===== src/rtl/uart_cmd_pkg.sv =====
// Shared types and constants for the UART command framer.
package uart_cmd_pkg;

  typedef enum logic [2:0] {
    ST_IDLE    = 3'd0,
    ST_OPCODE  = 3'd1,
    ST_LEN     = 3'd2,
    ST_PAYLOAD = 3'd3,
    ST_CSUM    = 3'd4,
    ST_HOLD    = 3'd5
  } state_e;

  localparam logic [1:0] ERR_CSUM    = 2'd0;
  localparam logic [1:0] ERR_LEN     = 2'd1;
  localparam logic [1:0] ERR_TIMEOUT = 2'd2;
  localparam logic [1:0] ERR_OVERRUN = 2'd3;

  localparam logic [7:0] DEFAULT_SYNC_BYTE = 8'hA5;

endpackage


===== src/rtl/uart_byte_timeout.sv =====
// Inter-byte timeout: down-counter reloaded on every received byte,
// pulses o_expired for one cycle once TIMEOUT_CYCLES clocks pass idle.
module uart_byte_timeout #(
  parameter int TIMEOUT_CYCLES = 25000
) (
  input  logic i_clk,
  input  logic i_rst_n,
  input  logic i_clr,
  input  logic i_en,
  output logic o_expired
);

  localparam int              CW   = $clog2(TIMEOUT_CYCLES);
  localparam logic [CW-1:0]   LOAD = CW'(TIMEOUT_CYCLES - 1);

  logic [CW-1:0] cnt_q, cnt_d;

  // A byte in the same cycle always wins over expiry.
  assign o_expired = i_en && !i_clr && (cnt_q == '0);

  // Reload on byte or expiry, otherwise count down while enabled.
  always_comb begin
    cnt_d = cnt_q;
    if (i_clr || o_expired) cnt_d = LOAD;
    else if (i_en)          cnt_d = cnt_q - CW'(1);
  end

  // Counter register.
  always_ff @(posedge i_clk) begin
    if (!i_rst_n) cnt_q <= LOAD;
    else          cnt_q <= cnt_d;
  end

endmodule


===== src/rtl/uart_cmd_parser.sv =====
// Command framer: SYNC, opcode, length, payload, XOR checksum.
// Presents validated commands over valid/ready; drops bad frames with
// a one-cycle error strobe and code. MAX_PAYLOAD is assumed < 256.
module uart_cmd_parser
  import uart_cmd_pkg::*;
#(
  parameter int         CLOCK_FREQUENCY = 25000000,
  parameter int         MAX_PAYLOAD     = 8,
  parameter logic [7:0] SYNC_BYTE       = DEFAULT_SYNC_BYTE,
  parameter int         TIMEOUT_CYCLES  = 25000
) (
  input  logic                             i_clk,
  input  logic                             i_rst_n,
  input  logic                             i_rx_done,
  input  logic [7:0]                       i_rx_byte,
  input  logic                             i_cmd_ready,
  output logic                             o_cmd_valid,
  output logic [7:0]                       o_cmd_opcode,
  output logic [$clog2(MAX_PAYLOAD+1)-1:0] o_cmd_len,
  output logic [8*MAX_PAYLOAD-1:0]         o_cmd_payload,
  output logic                             o_err,
  output logic [1:0]                       o_err_code
);

  localparam int LW = $clog2(MAX_PAYLOAD + 1);

  state_e                          state_q, state_d;
  logic [7:0]                      opcode_q, opcode_d;
  logic [LW-1:0]                   len_q, len_d;
  logic [LW-1:0]                   idx_q, idx_d;
  logic [MAX_PAYLOAD-1:0][7:0]     payload_q, payload_d;
  logic [7:0]                      csum_q, csum_d;
  logic                            err_q, err_d;
  logic [1:0]                      err_code_q, err_code_d;

  logic          is_sync, len_too_big, tmo_en, tmo;
  logic [LW-1:0] idx_inc;

  assign is_sync     = i_rx_done && (i_rx_byte == SYNC_BYTE);
  assign len_too_big = int'(i_rx_byte) > MAX_PAYLOAD;
  assign idx_inc     = idx_q + LW'(1);
  assign tmo_en      = (state_q == ST_OPCODE) || (state_q == ST_LEN) ||
                       (state_q == ST_PAYLOAD) || (state_q == ST_CSUM);

  uart_byte_timeout #(
    .TIMEOUT_CYCLES(TIMEOUT_CYCLES)
  ) u_tmo (
    .i_clk    (i_clk),
    .i_rst_n  (i_rst_n),
    .i_clr    (i_rx_done),
    .i_en     (tmo_en),
    .o_expired(tmo)
  );

  // State register.
  always_ff @(posedge i_clk) begin
    if (!i_rst_n) state_q <= ST_IDLE;
    else          state_q <= state_d;
  end

  // Next-state: bytes advance the frame, timeout aborts, handshake releases.
  always_comb begin
    state_d = state_q;
    case (state_q)
      ST_IDLE:    if (is_sync) state_d = ST_OPCODE;
      ST_OPCODE:  if (i_rx_done) state_d = ST_LEN;
                  else if (tmo) state_d = ST_IDLE;
      ST_LEN:     if (i_rx_done) begin
                    if (len_too_big)           state_d = ST_IDLE;
                    else if (i_rx_byte == '0)  state_d = ST_CSUM;
                    else                       state_d = ST_PAYLOAD;
                  end else if (tmo) state_d = ST_IDLE;
      ST_PAYLOAD: if (i_rx_done) begin
                    if (idx_inc == len_q) state_d = ST_CSUM;
                  end else if (tmo) state_d = ST_IDLE;
      ST_CSUM:    if (i_rx_done) state_d = (i_rx_byte == csum_q) ? ST_HOLD : ST_IDLE;
                  else if (tmo) state_d = ST_IDLE;
      ST_HOLD:    if (i_cmd_ready) state_d = is_sync ? ST_OPCODE : ST_IDLE;
      default:    state_d = ST_IDLE;
    endcase
  end

  // Datapath and error strobe: capture fields, run checksum, flag faults.
  always_comb begin
    opcode_d   = opcode_q;
    len_d      = len_q;
    idx_d      = idx_q;
    payload_d  = payload_q;
    csum_d     = csum_q;
    err_d      = 1'b0;
    err_code_d = err_code_q;
    case (state_q)
      ST_IDLE: if (is_sync) begin
        payload_d = '0;
        csum_d    = '0;
        idx_d     = '0;
      end
      ST_OPCODE: if (i_rx_done) begin
        opcode_d = i_rx_byte;
        csum_d   = csum_q ^ i_rx_byte;
      end else if (tmo) begin
        err_d = 1'b1; err_code_d = ERR_TIMEOUT;
      end
      ST_LEN: if (i_rx_done) begin
        if (len_too_big) begin
          err_d = 1'b1; err_code_d = ERR_LEN;
        end else begin
          len_d  = i_rx_byte[LW-1:0];
          csum_d = csum_q ^ i_rx_byte;
          idx_d  = '0;
        end
      end else if (tmo) begin
        err_d = 1'b1; err_code_d = ERR_TIMEOUT;
      end
      ST_PAYLOAD: if (i_rx_done) begin
        for (int k = 0; k < MAX_PAYLOAD; k++)
          if (idx_q == LW'(k)) payload_d[k] = i_rx_byte;
        csum_d = csum_q ^ i_rx_byte;
        idx_d  = idx_inc;
      end else if (tmo) begin
        err_d = 1'b1; err_code_d = ERR_TIMEOUT;
      end
      ST_CSUM: if (i_rx_done) begin
        if (i_rx_byte != csum_q) begin
          err_d = 1'b1; err_code_d = ERR_CSUM;
        end
      end else if (tmo) begin
        err_d = 1'b1; err_code_d = ERR_TIMEOUT;
      end
      ST_HOLD: if (i_cmd_ready) begin
        // Byte coinciding with the handshake is treated as if in IDLE.
        if (is_sync) begin
          payload_d = '0;
          csum_d    = '0;
          idx_d     = '0;
        end
      end else if (i_rx_done) begin
        err_d = 1'b1; err_code_d = ERR_OVERRUN;
      end
      default: ;
    endcase
  end

  // Datapath registers.
  always_ff @(posedge i_clk) begin
    if (!i_rst_n) begin
      opcode_q   <= '0;
      len_q      <= '0;
      idx_q      <= '0;
      payload_q  <= '0;
      csum_q     <= '0;
      err_q      <= 1'b0;
      err_code_q <= '0;
    end else begin
      opcode_q   <= opcode_d;
      len_q      <= len_d;
      idx_q      <= idx_d;
      payload_q  <= payload_d;
      csum_q     <= csum_d;
      err_q      <= err_d;
      err_code_q <= err_code_d;
    end
  end

  assign o_cmd_valid   = (state_q == ST_HOLD);
  assign o_cmd_opcode  = opcode_q;
  assign o_cmd_len     = len_q;
  assign o_cmd_payload = payload_q;
  assign o_err         = err_q;
  assign o_err_code    = err_code_q;

endmodule


===== config.mk =====
export PLATFORM = sky130hd
export DESIGN_NAME = uart_cmd_parser
export DESIGN_NICKNAME = d
export VERILOG_FILES = /design/src/rtl/uart_cmd_pkg.sv /design/src/rtl/uart_byte_timeout.sv /design/src/rtl/uart_cmd_parser.sv
export SDC_FILE = /design/constraint.sdc
export NUM_CORES = 1
export LEC_CHECK = 0
export CAP_MARGIN = 15
export CORE_MARGIN = 1
export CORE_UTILIZATION = 45
export CTS_BUF_LIST = sky130_fd_sc_hd__clkbuf_4
export DETAILED_ROUTE_END_ITERATION = 7
export PLACE_DENSITY = 0.76
export SLEW_MARGIN = 20
export SYNTH_ARGS = -nofsm -noshare
export SYNTH_HDL_FRONTEND = slang
export SYNTH_SLANG_ARGS = --single-unit

===== constraint.sdc =====
create_clock -name i_clk -period 2.7 [get_ports i_clk]
set_input_delay 0.405 -clock i_clk [delete_from_list [all_inputs] [get_ports i_clk]]
set_output_delay 0.405 -clock i_clk [all_outputs]
set_load 0.005 [all_outputs]

After elaboration in Yosys (flattened, before gate mapping)
Index checks and enable logic that the tools add are counted.

cells by class
  magnitude comparators = 1
  div/mod/pow operators = 0
  mux-type cells = 55
  reductions and logical operators = 32
  eq/ne operators = 36
  shift-type cells = 0
  bitwise logic cells = 3
  add/subtract/negate cells = 2
  multiply operators = 0

operators with widths
  kind                                                                              count
  64-bit 2-to-1 mux                                                                 3
  64-bit one-hot mux with 3 select lines                                            1
  8-bit 2-to-1 mux                                                                  13
  3-bit 2-to-1 mux                                                                  11
  8-bit one-hot mux with 4 select lines                                             1
  4-bit AND reduction                                                               8
  4-bit 2-to-1 mux                                                                  5
  2-bit by 1-bit inequality test with 1-bit output (second input constant)          9
  3-bit one-hot mux with 6 select lines                                             1
  4-bit by 3-bit equality test with 1-bit output (second input constant)            4
  2-bit 2-to-1 mux                                                                  8
  2-bit inequality test (second input constant)                                     8
  4-bit one-hot mux with 4 select lines                                             1
  15-bit logical NOT                                                                1
  15-bit by 1-bit subtractor with 15-bit output (second input constant)             1
  4-bit nonzero test                                                                3
  5-bit AND reduction                                                               2
  1-bit 2-to-1 mux                                                                  9
  4-bit by 2-bit equality test with 1-bit output (second input constant)            2
  8-bit equality test                                                               1
  8-bit equality test (second input constant)                                       1
  8-bit by 4-bit greater-than comparator with 1-bit output (second input constant)  1
  8-bit logical NOT                                                                 1
  8-bit inequality test                                                             1
  other kinds (22)                                                                  33

storage, ports and cells
  memory bits (read-only) = 0
  output and inout bits = 80
  word-level logic and storage cells = 145
  input bits = 12
  bits in writable memories = 0
  memories = 0
  register bits = 109
  bits in latches = 0

Logic depth before layout (Yosys ltp)
Gate-level depths: netlist (run 1).

  depth after elaboration = 9
  gate-level depth with buffers = 7
  depth with buffers taken out = 7

Hierarchy
Synthesis (run 1) repeated with hierarchy kept, for this count alone.

second synthesis, totals
  cells, all modules = 553
  area total of the unflattened synthesis = 5,252.5 µm²

modules (own cells, without submodules)
  module             instances  sequential area each (µm²)  cells each  area each (µm²)
  uart_cmd_parser    1          1,881.8                     477         4,531.8
  uart_byte_timeout  1          300.3                       76          720.7

Worst setup path before layout (run 1)
No wires, ideal clock.

  path kind = input -> register
  start = input port i_rx_byte[0]
  end = register state_q[2]
  setup time = 0.087 ns
  cell stages on the path = 6
  path buffers = 1
  data arrival time = 1.929 ns
  data required time = 2.613 ns
  path slack = 0.684 ns
  cells stage by stage = buf_2 or4_4 or4_1 a21oi_1 o311ai_1 nor4b_2

on the way
  longest elaborated chain between the ends = 5
  elaborated cells on any way between the ends = 13
  those cells by class = 1 x order compare; 3 x eq/ne; 6 x mux; 3 x reduce/logical

ends and longest elaborated chain
  item                                                                                              line                   text
  start, declared                                                                                   uart_cmd_parser.sv:15  input logic [7:0] i_rx_byte,
  branches (longest 5 deep; another with 8-bit by 4-bit greater-than comparator with 1-bit output)  n/a
  end signal, assigned                                                                              uart_cmd_parser.sv:58  else state_q <= state_d;
  end, declared                                                                                     uart_cmd_parser.sv:27  state_e state_q, state_d;

Several ways; the timed one is not identified.
A chain may end at the register's enable or synchronous reset.

Final worst setup path (run 1)
  start = register state_q[0]
  end = output port o_cmd_valid

on the way
  longest elaborated chain between the ends = 1

ends and longest elaborated chain
  item                 line                    text
  3-bit equality test  uart_cmd_parser.sv:165  assign o_cmd_valid = (state_q == ST_HOLD);
  end, declared        uart_cmd_parser.sv:17   output logic o_cmd_valid,

Every way passes these cells.

==> results.json, run 1 <==
{
  "grt_antenna_before_repair": 0,
  "power_density_nw_per_um2": 400,
  "cts_tree": "done",
  "num_antenna_cells": 0,
  "synth_edf_count": 0,
  "min_from": "o_cmd_payload[13]",
  "post_cts_buffers": 0,
  "grt_pass1_wl_mm": 20.9,
  "die_h_um": 108,
  "ys_seq_elements": 109,
  "area_delta_synth_final_pct": 25.6,
  "vias_per_cell": 5.41,
  "cts-htree-levels": 3,
  "path_clk_slew_ps": 170,
  "fillers": 935,
  "ant_nets": 0,
  "max_clock_freq_ghz": 0.423,
  "synth-main-ff-cell": "dfxtp_1",
  "slew_headroom_pct": 40.9,
  "cts_buffers": 9,
  "routedWlPerCell_um": 16.2,
  "coreArea_um2": 10900,
  "synthArstFlopShare_pct": 0,
  "drt-total-wl_mm": 12.6,
  "drt-initial-drc-count": 149,
  "crit_slowest_cell": "dfxtp_2",
  "setup_viol": 0,
  "tightest_slew_ps": 880,
  "clock_sinks": 109,
  "power_frac_seq_pct": 63.9,
  "hp-class": "flop to flop",
  "synth.distinct_cells": 64,
  "cts.path.max_buffers": 2,
  "dieArea_um2": 11600,
  "crit_type": "flop to primary output",
  "dr_total_vias": 4209,
  "place_ws_ps": -15.7,
  "row_count": 38,
  "worstReg2RegStart": "state_q[2]",
  "syn-cell-area_um2": 5030,
  "drcViolationCount": 0,
  "maxCapViolCount": 0,
  "dp.final_hpwl_mm": 8.96,
  "synth_area_per_cell_um2": 9.34,
  "dr.pass1.iters": 4,
  "grt.total_usage_pct": 22.9,
  "period_share_pct": 87.5,
  "drv_slew": 0,
  "grt_max_degree": 80,
  "fin_ws_ps": 338,
  "crit_path_end_kind": "primary output",
  "status": "finished clean",
  "io_buffers": 91,
  "syn_nets": 557,
  "grt_pass1_vias": 4244,
  "crit_fanout": 22,
  "switching_share_pct": 26.0,
  "p_int_w": 0.00187,
  "p_sw_w": 0.000657,
  "period_needed_ps": 2360,
  "startpoint_type": "flop",
  "hold_viol": 0,
  "leakage_nw": 2.71,
  "hold_slack_ps": 515,
  "start_util_pct": 46.2,
  "clk_latency_ps": 470,
  "gp_congestion": 0.945,
  "pwr-share-comb_pct": 4.6,
  "ios": 92,
  "power.share.clock_pct": 31.5,
  "cp-startpoint": "state_q[0]",
  "drive_gt1_share_pct": 10.5,
  "critical_path.max_stage_delay_ps": 600,
  "vdd.ir_drop.worst_mv": 0.277,
  "die_width_um": 108,
  "cts-root-buf": "clkbuf_4",
  "arrival_ps": 1960,
  "required_ps": 2300,
  "synth_warnings": 0,
  "grt-ovfl-total": 0,
  "yosysSeqAreaShare_pct": 43.3,
  "layout.nets": 651,
  "finClkSkew_ps": 20.1,
  "path_cells": "nand3b_1, inv_1, clkdlybuf4s50_1",
  "synth_cells": 539,
  "grt_setup_unrepaired": "false"
}
## flip-flops by register name, indices dropped and copies added, names as in the netlist
register and flops:
idx_q 4, o_err_code 2, o_cmd_len 4, o_err 1, u_tmo.cnt_q 15, o_cmd_opcode 8
csum_q 8, o_cmd_payload 64, state_q 3
## synthesized netlist by cell type (all sizes together) (3+ instances only)
cell | number | area [µm²]
xnor2 | 7 | 61.3
xor2 | 21 | 184
nor4b | 4 | 41.3
and4b | 3 | 30.0
nor3 | 9 | 45.0
or4 | 3 | 30.0
ha | 6 | 75.1
a31o | 3 | 26.3
a221o | 5 | 50.1
nand4 | 6 | 52.6
nor2 | 100 | 375
a21oi | 17 | 104
nor4 | 6 | 58.8
dfxtp | 109 | 2180
o21ai | 8 | 43.8
nand3 | 13 | 65.1
clkbuf | 12 | 45.0
a31oi | 3 | 18.8
a211oi | 4 | 30.0
and2 | 8 | 50.1
a22oi | 8 | 60.1
mux2i | 68 | 681
buf | 24 | 115
nand2 | 26 | 97.6
nand2b | 5 | 31.3
nand3b | 5 | 37.5
nor2b | 8 | 50.1
nor3b | 10 | 80.1
inv | 9 | 33.8
## cells by family after synthesis
family | Yosys count | synth area share (%)
XOR/XNOR | 28 | 4.87
AND/OR/NAND/NOR | 217 | 22.5
AO/OA/AOI/OAI | 66 | 10.4
adder cells (fa/ha/maj) | 6 | 1.49
flip-flops | 109 | 43.3
multiplexers | 68 | 13.5
buffers and inverters | 45 | 3.85
## final timing paths
path | to | cells past startpoint | slack, ps
max | o_cmd_valid | 3 | 340
min | o_cmd_payload[13] | 2 | 520
max reg2reg | csum_q[2] | 6 | 530
min reg2reg | o_cmd_payload[13] | 2 | 520
## repair_timing
| item | 4_1_cts | 5_1_grt |
|---|---|---|
| hold buffers | 0 | 0 |
| setup endpoints to repair | 0 | 1 |
| gates resized for setup | 0 | 1 |
## area by class of cell
cell class / count / area (µm²) / share of cell area, %
tap: 140 / 175 / 2.77
clock inverter: 7 / 65.1 / 1.03
inverter: 9 / 33.8 / 0.534
multi-input combinational: 385 / 2670 / 42.1
sequential: 109 / 2180 / 34.5
timing repair buffer: 119 / 1130 / 17.9
clock buffer: 9 / 67.6 / 1.07
## routing by layer
metal / track usage (%) / routed length [µm] / vias up
li1: - / - / 2069
met1: 28.8 / 5650 / 2008
met2: 37.0 / 5910 / 112
met3: 6.42 / 842 / 20
met4: 9.10 / 221 / 0
met5: 0 / 0 / -
## worst max-delay path: cells and delay by family, from the launching register on
kind,cells,cell delay (ps)
flops,1,600
simple gates,1,180
buf+inv,2,720
## power groups by stage
stage                     Sequential [W]  Clock, W  Combinational (W)
after floorplan                  0.00165         0          0.0000619
after global placement           0.00165         0           0.000114
after detailed placement         0.00165         0           0.000116
after CTS                        0.00162  0.000811           0.000116
after global routing             0.00162  0.000874           0.000127
final                            0.00162  0.000796           0.000117
## layout by cell type, fill, tap and decap left out, types with 2 or more instances in the layout
cell             instances
mux2i_1                 68
nand3b_1                 5
and2_1                   7
a22oi_1                  8
nor4b_1                  3
o22ai_1                  2
a31oi_1                  3
a21oi_2                  5
clkdlybuf4s50_1         91
a221o_1                  5
a32oi_4                  2
a21oi_1                 12
xnor2_1                  7
nor3b_1                  9
nand2_1                 26
nand2b_1                 5
a211oi_1                 4
o21ai_0                  7
nand3_1                 13
nor2_1                 100
a31o_2                   3
buf_4                   27
inv_1                    8
and3_1                   2
clkbuf_4                 9
dfxtp_1                108
nor3_1                   9
and3b_1                  2
or4_4                    2
nor4_1                   4
nand4_1                  5
inv_6                    2
xor2_1                  21
nor2b_1                  8
o311ai_1                 2
o31ai_1                  2
ha_1                     6
nand4b_1                 2
and4b_1                  3
## stage by stage
stage               TNS, ps  util [%]  power [W]  cell area, µm²  cells
global route              0      58.1    0.00262            6320    778
finish                    0      58.1    0.00253            6320    778
floorplan                 0         -    0.00171            5030    539
CTS                       0      58.1    0.00254            6320    778
global placement          0      56.8    0.00176            6190    762
detailed placement    -22.9      56.8    0.00177            6190    762
No activity file was read; power rests on OpenSTA's default activity.
==> inputs of run 2 (changes only) <==
--- a/config.mk
+++ b/config.mk
@@ -7,10 +7,10 @@
 export LEC_CHECK = 0
 export CAP_MARGIN = 15
 export CORE_MARGIN = 1
-export CORE_UTILIZATION = 45
+export CORE_UTILIZATION = 46
 export CTS_BUF_LIST = sky130_fd_sc_hd__clkbuf_4
 export DETAILED_ROUTE_END_ITERATION = 7
-export PLACE_DENSITY = 0.76
+export PLACE_DENSITY = 0.78
 export SLEW_MARGIN = 20
 export SYNTH_ARGS = -nofsm -noshare
 export SYNTH_HDL_FRONTEND = slang
==> run 2 against run 1 <==
  * Sequential share of layout area down 0.13 points
  * Critical path depth unchanged
  * Clock-buffer cell count stayed put
  * Sequential cell count stayed put
  * Utilization up 2.6 points
  * Non-clock buffer count unchanged
  * Sequential power is essentially flat
  * Hold slack gained 8.2 ps
  * Worst setup slack worse by 30 ps
  * Largest cell class unchanged
  * Highest routed layer unchanged
==> results.json, run 2 (same netlist as run 1, synthesis figures left out) <==
{
  "grt_pass1_wl_mm": 20.4,
  "grt_max_degree": 61,
  "leakage_nw": 2.72,
  "grt-ovfl-total": 0,
  "mostFrequentLayoutCells": "dfxtp_1 (108), nor2_1 (100), clkdlybuf4s50_1 (91), mux2i_1 (68)",
  "vdd.ir_drop.worst_mv": 0.299,
  "fin_ws_ps": 308,
  "area_delta_synth_final_pct": 26.1,
  "period_needed_ps": 2390,
  "arrival_ps": 1990,
  "hp-class": "flop to flop",
  "dp.final_hpwl_mm": 9.15,
  "clk_latency_ps": 480,
  "start_util_pct": 48.1,
  "grt_pass1_vias": 4030,
  "power_density_nw_per_um2": 407,
  "crit_fanout": 22,
  "cts_buffers": 9,
  "path_clk_slew_ps": 170,
  "routedWlPerCell_um": 16.4,
  "utilization_pct": 60.7,
  "path_delay_family": "buffers and inverters",
  "dr_total_vias": 4232,
  "ant_nets": 0,
  "setup_viol": 0,
  "cts_tree": "done",
  "drt-total-wl_mm": 12.7,
  "path_buf_inv": 2,
  "crit_type": "flop to primary output",
  "drt-initial-drc-count": 226,
  "grt_antenna_before_repair": 0,
  "layout.nets": 651,
  "hold_viol": 0,
  "clock_sinks": 109,
  "tightest_slew_ps": 666,
  "dr.pass1.iters": 4,
  "final_common_cell": "dfxtp_1",
  "grt_setup_unrepaired": "false",
  "die_h_um": 107,
  "row_count": 37,
  "period_share_pct": 88.6,
  "place_ws_ps": -13.7,
  "crit_path_end_kind": "primary output",
  "maxCapViolCount": 0,
  "path_cells": "nand3b_1, inv_1, clkdlybuf4s50_1",
  "die_width_um": 107,
  "gp_congestion": 0.853,
  "drv_slew": 0,
  "slew_headroom_pct": 55.6,
  "critical_path.max_stage_delay_ps": 600,
  "drive_gt1_share_pct": 10.7,
  "io_buffers": 91,
  "drcViolationCount": 0,
  "num_antenna_cells": 0,
  "largest_reg_flops": 64,
  "dieArea_um2": 11400,
  "ios": 92,
  "vias_per_cell": 5.47,
  "cts.path.max_buffers": 2,
  "grt.total_usage_pct": 22.9,
  "cts-root-buf": "clkbuf_4",
  "startpoint_type": "flop",
  "cts-htree-levels": 3,
  "max_clock_freq_ghz": 0.418,
  "required_ps": 2300,
  "coreArea_um2": 10500,
  "crit_slowest_cell": "dfxtp_2",
  "finClkSkew_ps": 34.3,
  "status": "finished clean"
}
-- run 2: cell types whose count changed in the layout (fill, tap and decap cells not counted), sizes merged --
cell,delta
clkinvlp,-1
inv,+1
-- run 2: routing by layer --
layer / global-route usage (%) / wire length, µm
met1: 30.2 / 5790
met5: 0 / 0
met2: 37.1 / 6080
met3: 4.92 / 665
met4: 7.73 / 175
-- run 2: timing repair --
action                                  in CTS  in global routing
hold buffers                                 0                  0
endpoints found under the setup margin       0                  1
setup buffers                                0                  0
gates resized for setup                      0                  1
-- run 2: area by class of cell --
cell class,instances,area [µm²]
Clock buffer,9,67.6
Clock inverter,7,81.3
Fill cell,880,4120
Inverter,9,33.8
Multi-Input combinational cell,385,2670
Sequential cell,109,2180
Tap cell,136,170
Timing Repair Buffer,119,1150
-- run 2: tightest hold or removal path, cell delays in order, from the launching register on --
cell     delay, ps
dfxtp_1        380
xor2_1          70
nand2_1         50
-- run 2: path summary, 6_finish.rpt --
check / startpoint / endpoint / slack (ps) / cells after the start
max: state_q[0] / o_cmd_valid / 310 / 3
min: u_tmo.cnt_q[14] / u_tmo.cnt_q[14] / 520 / 2
max reg2reg: state_q[1] / o_err_code[1] / 500 / 5
min reg2reg: u_tmo.cnt_q[14] / u_tmo.cnt_q[14] / 520 / 2
-- run 2: where the power goes --
group	switching, W	internal (W)	leakage, nW
Sequential	0.00000247	0.00161	0.878
Combinational	0.0000696	0.0000510	1.77
Clock	0.000621	0.000227	0.0805
-- run 2: stage by stage --
stage | cells | setup TNS (ps) | hold slack, ps | power, W | area, µm²
2_1_floorplan | 539 | 0 | 456 | 0.00171 | 5030
3_3_place_gp | 758 | 0 | 469 | 0.00177 | 6200
6_report | 774 | 0 | 523 | 0.00258 | 6350
4_1_cts | 774 | 0 | 525 | 0.00259 | 6350
3_5_place_dp | 758 | -23.9 | 486 | 0.00177 | 6200
5_1_grt | 774 | 0 | 552 | 0.00268 | 6350
==> RTL change 1, RTL diff (flow settings as in run 1) <==
Reset style: asynchronous (`i_rst_n`), changed in 3 clocked blocks.
--- a/src/rtl/uart_byte_timeout.sv
+++ b/src/rtl/uart_byte_timeout.sv
@@ -28,3 +28,3 @@
   // Counter register.
-  always_ff @(posedge i_clk) begin
+  always_ff @(posedge i_clk or negedge i_rst_n) begin
     if (!i_rst_n) cnt_q <= LOAD;
--- a/src/rtl/uart_cmd_parser.sv
+++ b/src/rtl/uart_cmd_parser.sv
@@ -55,3 +55,3 @@
   // State register.
-  always_ff @(posedge i_clk) begin
+  always_ff @(posedge i_clk or negedge i_rst_n) begin
     if (!i_rst_n) state_q <= ST_IDLE;
@@ -144,3 +144,3 @@
   // Datapath registers.
-  always_ff @(posedge i_clk) begin
+  always_ff @(posedge i_clk or negedge i_rst_n) begin
     if (!i_rst_n) begin
Behaviour: differs if i_rst_n is asserted again (counterexample within 4 cycles, from zero or initial values and one cycle with i_rst_n low); with i_rst_n held inactive, the same outputs for 4 cycles.
==> RTL change 1 against run 1 <==
Final cell count fell by 11%. Synthesized cell count shrank 19%. Sequential share of layout area up 6.8 points. Highest routed layer unchanged. Worst setup slack got worse by 0.11 ns. Routed wire length fell by 0.30%. Global-route usage decreased by 1.4 points. Design area rose by 4.8%. First-iteration DRC count grew 79%. Synthesized area increased by 6.0%. Sequential cell count did not move. Count of clock-buffer cells in the layout unchanged.
Power is not compared: it rests on default switching activity, and its combinational part moved more than twofold at a synthesized area within 25%.
==> RTL change 1: results (changes against run 1) <==
* Seq cells at 109 (unchanged)
* Fin cells at 692 (-11%)
* Mean routed wirelength per cell at 18.19 um (+12%)
* Multi-In Gates at 297 (-23%)
* Met3 wire length at 632 um (-25%)
* Buffers outside the clock class at 115 (-3.4%)
* Reg area at 0.002738 sq mm (+25%)
* Wire length on met2 at 6149 um (+4.0%)
* Buffering overhead at 17.03% (-0.90 points)
* Cell Area, Placed at 0.006469 sq mm (+4.5%)
* Mapped Nets at 457 (-18%)
* Iter 0 DRT Violations at 267 (+79%)
* Largest cells by area after synthesis: dfrtp_1, mux2_2, mux2_4, dfstp_2, xnor2_1
* Maximum number of pins on one net before global-route repair at 39 (-51%)
* Avg Cell Area, Syn at 12.15 sq um (+30%)
* Synth unique cells at 55 (-14%)
* Post-synth ARST share at 100.0% (+100 points)
* Multi-input combinational area share at 36.03% (-6.1 points)
* Met1 Resource Use GR at 29.16% (+0.32 points)
* Post-CTS Resized at 0 (unchanged)
* Seq area share at 41.30% (+6.8 points)
* Final Critical Period at 2.476 ns (+0.1140 ns)
* Number of global-route vias before repair at 4054 (-4.5%)
* Skew final at 0.02148 ns (+0.001337 ns)
* ClkCell Share at 2.265% (+0.17 points)
* GR Layer Usage met3 at 4.101% (-2.3 points)
* Status: completed
* RR Endpoint: o_cmd_payload[53]
* Vias per Instance at 5.594 (+3.4%)
* Share of cells above drive strength 1 at 22.22% (+12 points)
* Filler cells at 942 (+0.75%)
* Min-delay worst type: input port to async pin
* GRT Total Usage at 21.53% (-1.4 points)
* Placed cells at 675 (-11%)
* Final Wtd Congestion at 0.9079 (-4.0%)
* Dpl ws at 0.0001794 ns (+0.01583 ns)
* M1 WL at 5586 um (-1.2%)
* CP max stage cell: dfrtp_1
* Critical Path Start: state_q[0]
* Synth Area in Adders at 1.407% (-0.084 points)
* Cts hold-fix bufs at 1 (+1)
* First-pass GRT wire length at 21160 um (+1.1%)
* Compound-Gate Fraction of Synth Area at 8.935% (-1.5 points)
* Sequential area share after synthesis at 51.31% (+8.0 points)
* Pre-Repair DR Iteration Count at 5 (+1)
* CP Max Fanout at 13 (-41%)
* Synth cell count leaders: dfrtp_1, mux2_2, nor2_1, nand2_1, mux2_4
* NumNets Final at 562 (-14%)
* CP peak stage delay at 0.63 ns (+0.03 ns)
* M2 GR Usage at 34.82% (-2.1 points)
[RTL change 1: changes by cell type after synthesis, sizes merged, moves of 7 or more]
cell | run 1 | this run
a21oi | 17 | 7
a22oi | 8 | 1
a32o | 1 | 8
buf | 24 | 12
dfrtp | 0 | 101
dfstp | 0 | 8
dfxtp | 109 | 0
mux2 | 0 | 68
mux2i | 68 | 0
nand3 | 13 | 6
nor2 | 100 | 31
xnor2 | 7 | 15
xor2 | 21 | 12
[RTL change 1: worst min path at each step]
stage	to	slack [ns]	cells past startpoint
floorplan	csum_q[0]	0.11	0
global placement	o_cmd_payload[19]	0.39	1
detailed placement	o_cmd_payload[19]	0.39	1
CTS	o_cmd_payload[46]	0.41	2
global route	o_cmd_payload[46]	0.42	2
finish	o_cmd_payload[46]	0.42	2
[RTL change 1: critical path: cells and delay by family (launching register included)]
family	cells	cell delay [ns]
buffers and inverters	3	0.86
DFF	1	0.63
and+or+nand+nor	1	0.14
==> RTL change 2, RTL diff (settings of run 1) <==
Without the edit above. `TIMEOUT_CYCLES` is set to 25000 in 2 places; all go to 50000.
--- a/src/rtl/uart_byte_timeout.sv
+++ b/src/rtl/uart_byte_timeout.sv
@@ -3,3 +3,3 @@
 module uart_byte_timeout #(
-  parameter int TIMEOUT_CYCLES = 25000
+  parameter int TIMEOUT_CYCLES = 50000
 ) (
--- a/src/rtl/uart_cmd_parser.sv
+++ b/src/rtl/uart_cmd_parser.sv
@@ -9,3 +9,3 @@
   parameter logic [7:0] SYNC_BYTE       = DEFAULT_SYNC_BYTE,
-  parameter int         TIMEOUT_CYCLES  = 25000
+  parameter int         TIMEOUT_CYCLES  = 50000
 ) (
Formal check against the unedited RTL: same outputs for any inputs over 4 cycles, from zero or initial values and one cycle with i_rst_n low; that may be too few to reach the edited logic, so the function may still have changed.
==> RTL change 2 against run 1 <==
Register-to-register slack lost 0.25 ns. Worst setup slack lost 0.053 ns. Critical path type is now flip-flop to flip-flop. Combinational power shrank 15%. Highest routed layer unchanged. Design area shrank 1.7%. Sequential cell count grew 1. Synthesized area shrank 1.9%. Power grew 1.9%. Routed wire length grew 0.92%. Critical path depth grew 2.
==> RTL change 2: results (changes against run 1) <==
* Placed cells at 757 (-0.66%)
* Worst IR drop on VDD at 0.3435 mV (+24%)
* Post-DP HPWL at 9043 um (+0.94%)
* Reg2reg path depth at 5 (-1)
* Vias per Instance at 5.468 (+1.1%)
* Synth unique cells at 52 (-19%)
* Pre-Repair DR Iteration Count at 7 (+3)
* Filler cells at 916 (-2.0%)
* Hold wc startpoint: o_cmd_payload[10]
* Mapped Nets at 556 (-0.18%)
* Number of global-route vias before repair at 4160 (-2.0%)
* Number of diodes at 0 (unchanged)
* Worst Path Arrival at 2.82 ns (+0.86 ns)
* Gate Count Post-Synth at 538 (-0.19%)
* NumNets Final at 650 (-0.15%)
* Mean routed wirelength per cell at 16.49 um (+1.6%)
* Skew final at 0.02345 ns (+0.003313 ns)
* Dpl ws at -0.01307 ns (+0.002578 ns)
* Drt total wl at 12740 um (+0.92%)
* Final Wtd Congestion at 0.9032 (-4.5%)
* Status: completed
* Maximum number of pins on one net before global-route repair at 68 (-15%)
* Iter 0 DRT Violations at 216 (+45%)
* Leak at 2.458 nW (-9.2%)
* Share of cells above drive strength 1 at 8.634% (-1.9 points)
* CP peak stage delay at 0.64 ns (+0.04 ns)
* CP Max Fanout at 9 (-59%)
* Largest cells by area after synthesis: dfxtp_1, mux2i_1, nand2_1, xnor2_1, xor2_1
* Min-Delay Endpoint: o_cmd_payload[10]
* CP max stage cell: or4_1
* Worst reg-to-reg setup slack at 0.28 ns (-0.25 ns)
* Synth cell count leaders: nand2_1, dfxtp_1, mux2i_1, clkbuf_1, nor2_1
* First-pass GRT wire length at 20640 um (-1.4%)
* GRT Total Usage at 23.05% (+0.11 points)
* Slew of the pin with the lowest slew margin at 0.9023 ns (+0.02253 ns)
-- RTL change 2: layout make-up --
type,instances,share of cell area [%]
clock buffers,9,1.087
clock inverters,7,1.408
inverters,10,0.6036
multi-input cells,386,41.29
flip-flops and latches,110,35.41
well taps,136,2.736
repair buffers,115,17.46
-- RTL change 2: worst max-delay path by stage --
stage	from	end	slack [ns]	cells past startpoint
floorplan	u_tmo.cnt_q[7]	u_tmo.cnt_q[1]	0.48	7
global placement	i_rx_byte[0]	state_q[2]	0.17	7
detailed placement	i_rx_byte[1]	csum_q[0]	-0.01	6
CTS	u_tmo.cnt_q[7]	u_tmo.cnt_q[1]	0.29	5
global route	state_q[2]	o_cmd_valid	0.18	3
finish	u_tmo.cnt_q[7]	u_tmo.cnt_q[1]	0.28	5
-- RTL change 2: metrics by stage --
stage,hold slack [ns],instance area [sq um]
after floorplan,0.4511,4941
after global placement,0.4418,6063
after detailed placement,0.4480,6063
after CTS,0.4332,6218
after global routing,0.4591,6218
final,0.4687,6218
-- RTL change 2: metal layers --
metal | vias up | routed length, um | global-route usage, %
met5 | - | 0 | 0
met4 | 0 | 235 | 7.926
met3 | 21 | 1049 | 8.693
met2 | 128 | 5866 | 37.10
met1 | 2027 | 5592 | 28.17
li1 | 2051 | - | -
-- RTL change 2: cell families (layout without fill, tap and decap cells) --
group           after synthesis  in the layout  share of synthesized area (%)
flops                       110            110                          44.57
buf+inv                      42            141                          3.469
simple gates                210            210                          20.71
fa+ha+maj                     6              6                          1.519
compound gates               75             75                          11.17
xor+xnor                     27             27                          4.786
mux                          68             68                          13.78
-- RTL change 2: power breakdown --
| group | switching, mW | internal [mW] | total, mW |
|---|---|---|---|
| Combinational | 0.0619 | 0.0371 | 0.0990 |
| Clock | 0.625 | 0.227 | 0.852 |
| Sequential | 0.000148 | 1.63 | 1.63 |
-- RTL change 2: worst max-delay path, delay by kind of cell (launching register included) --
kind	cells	cell delay [ns]
compound gates	1	0.11
flops	1	0.38
simple gates	4	1.87
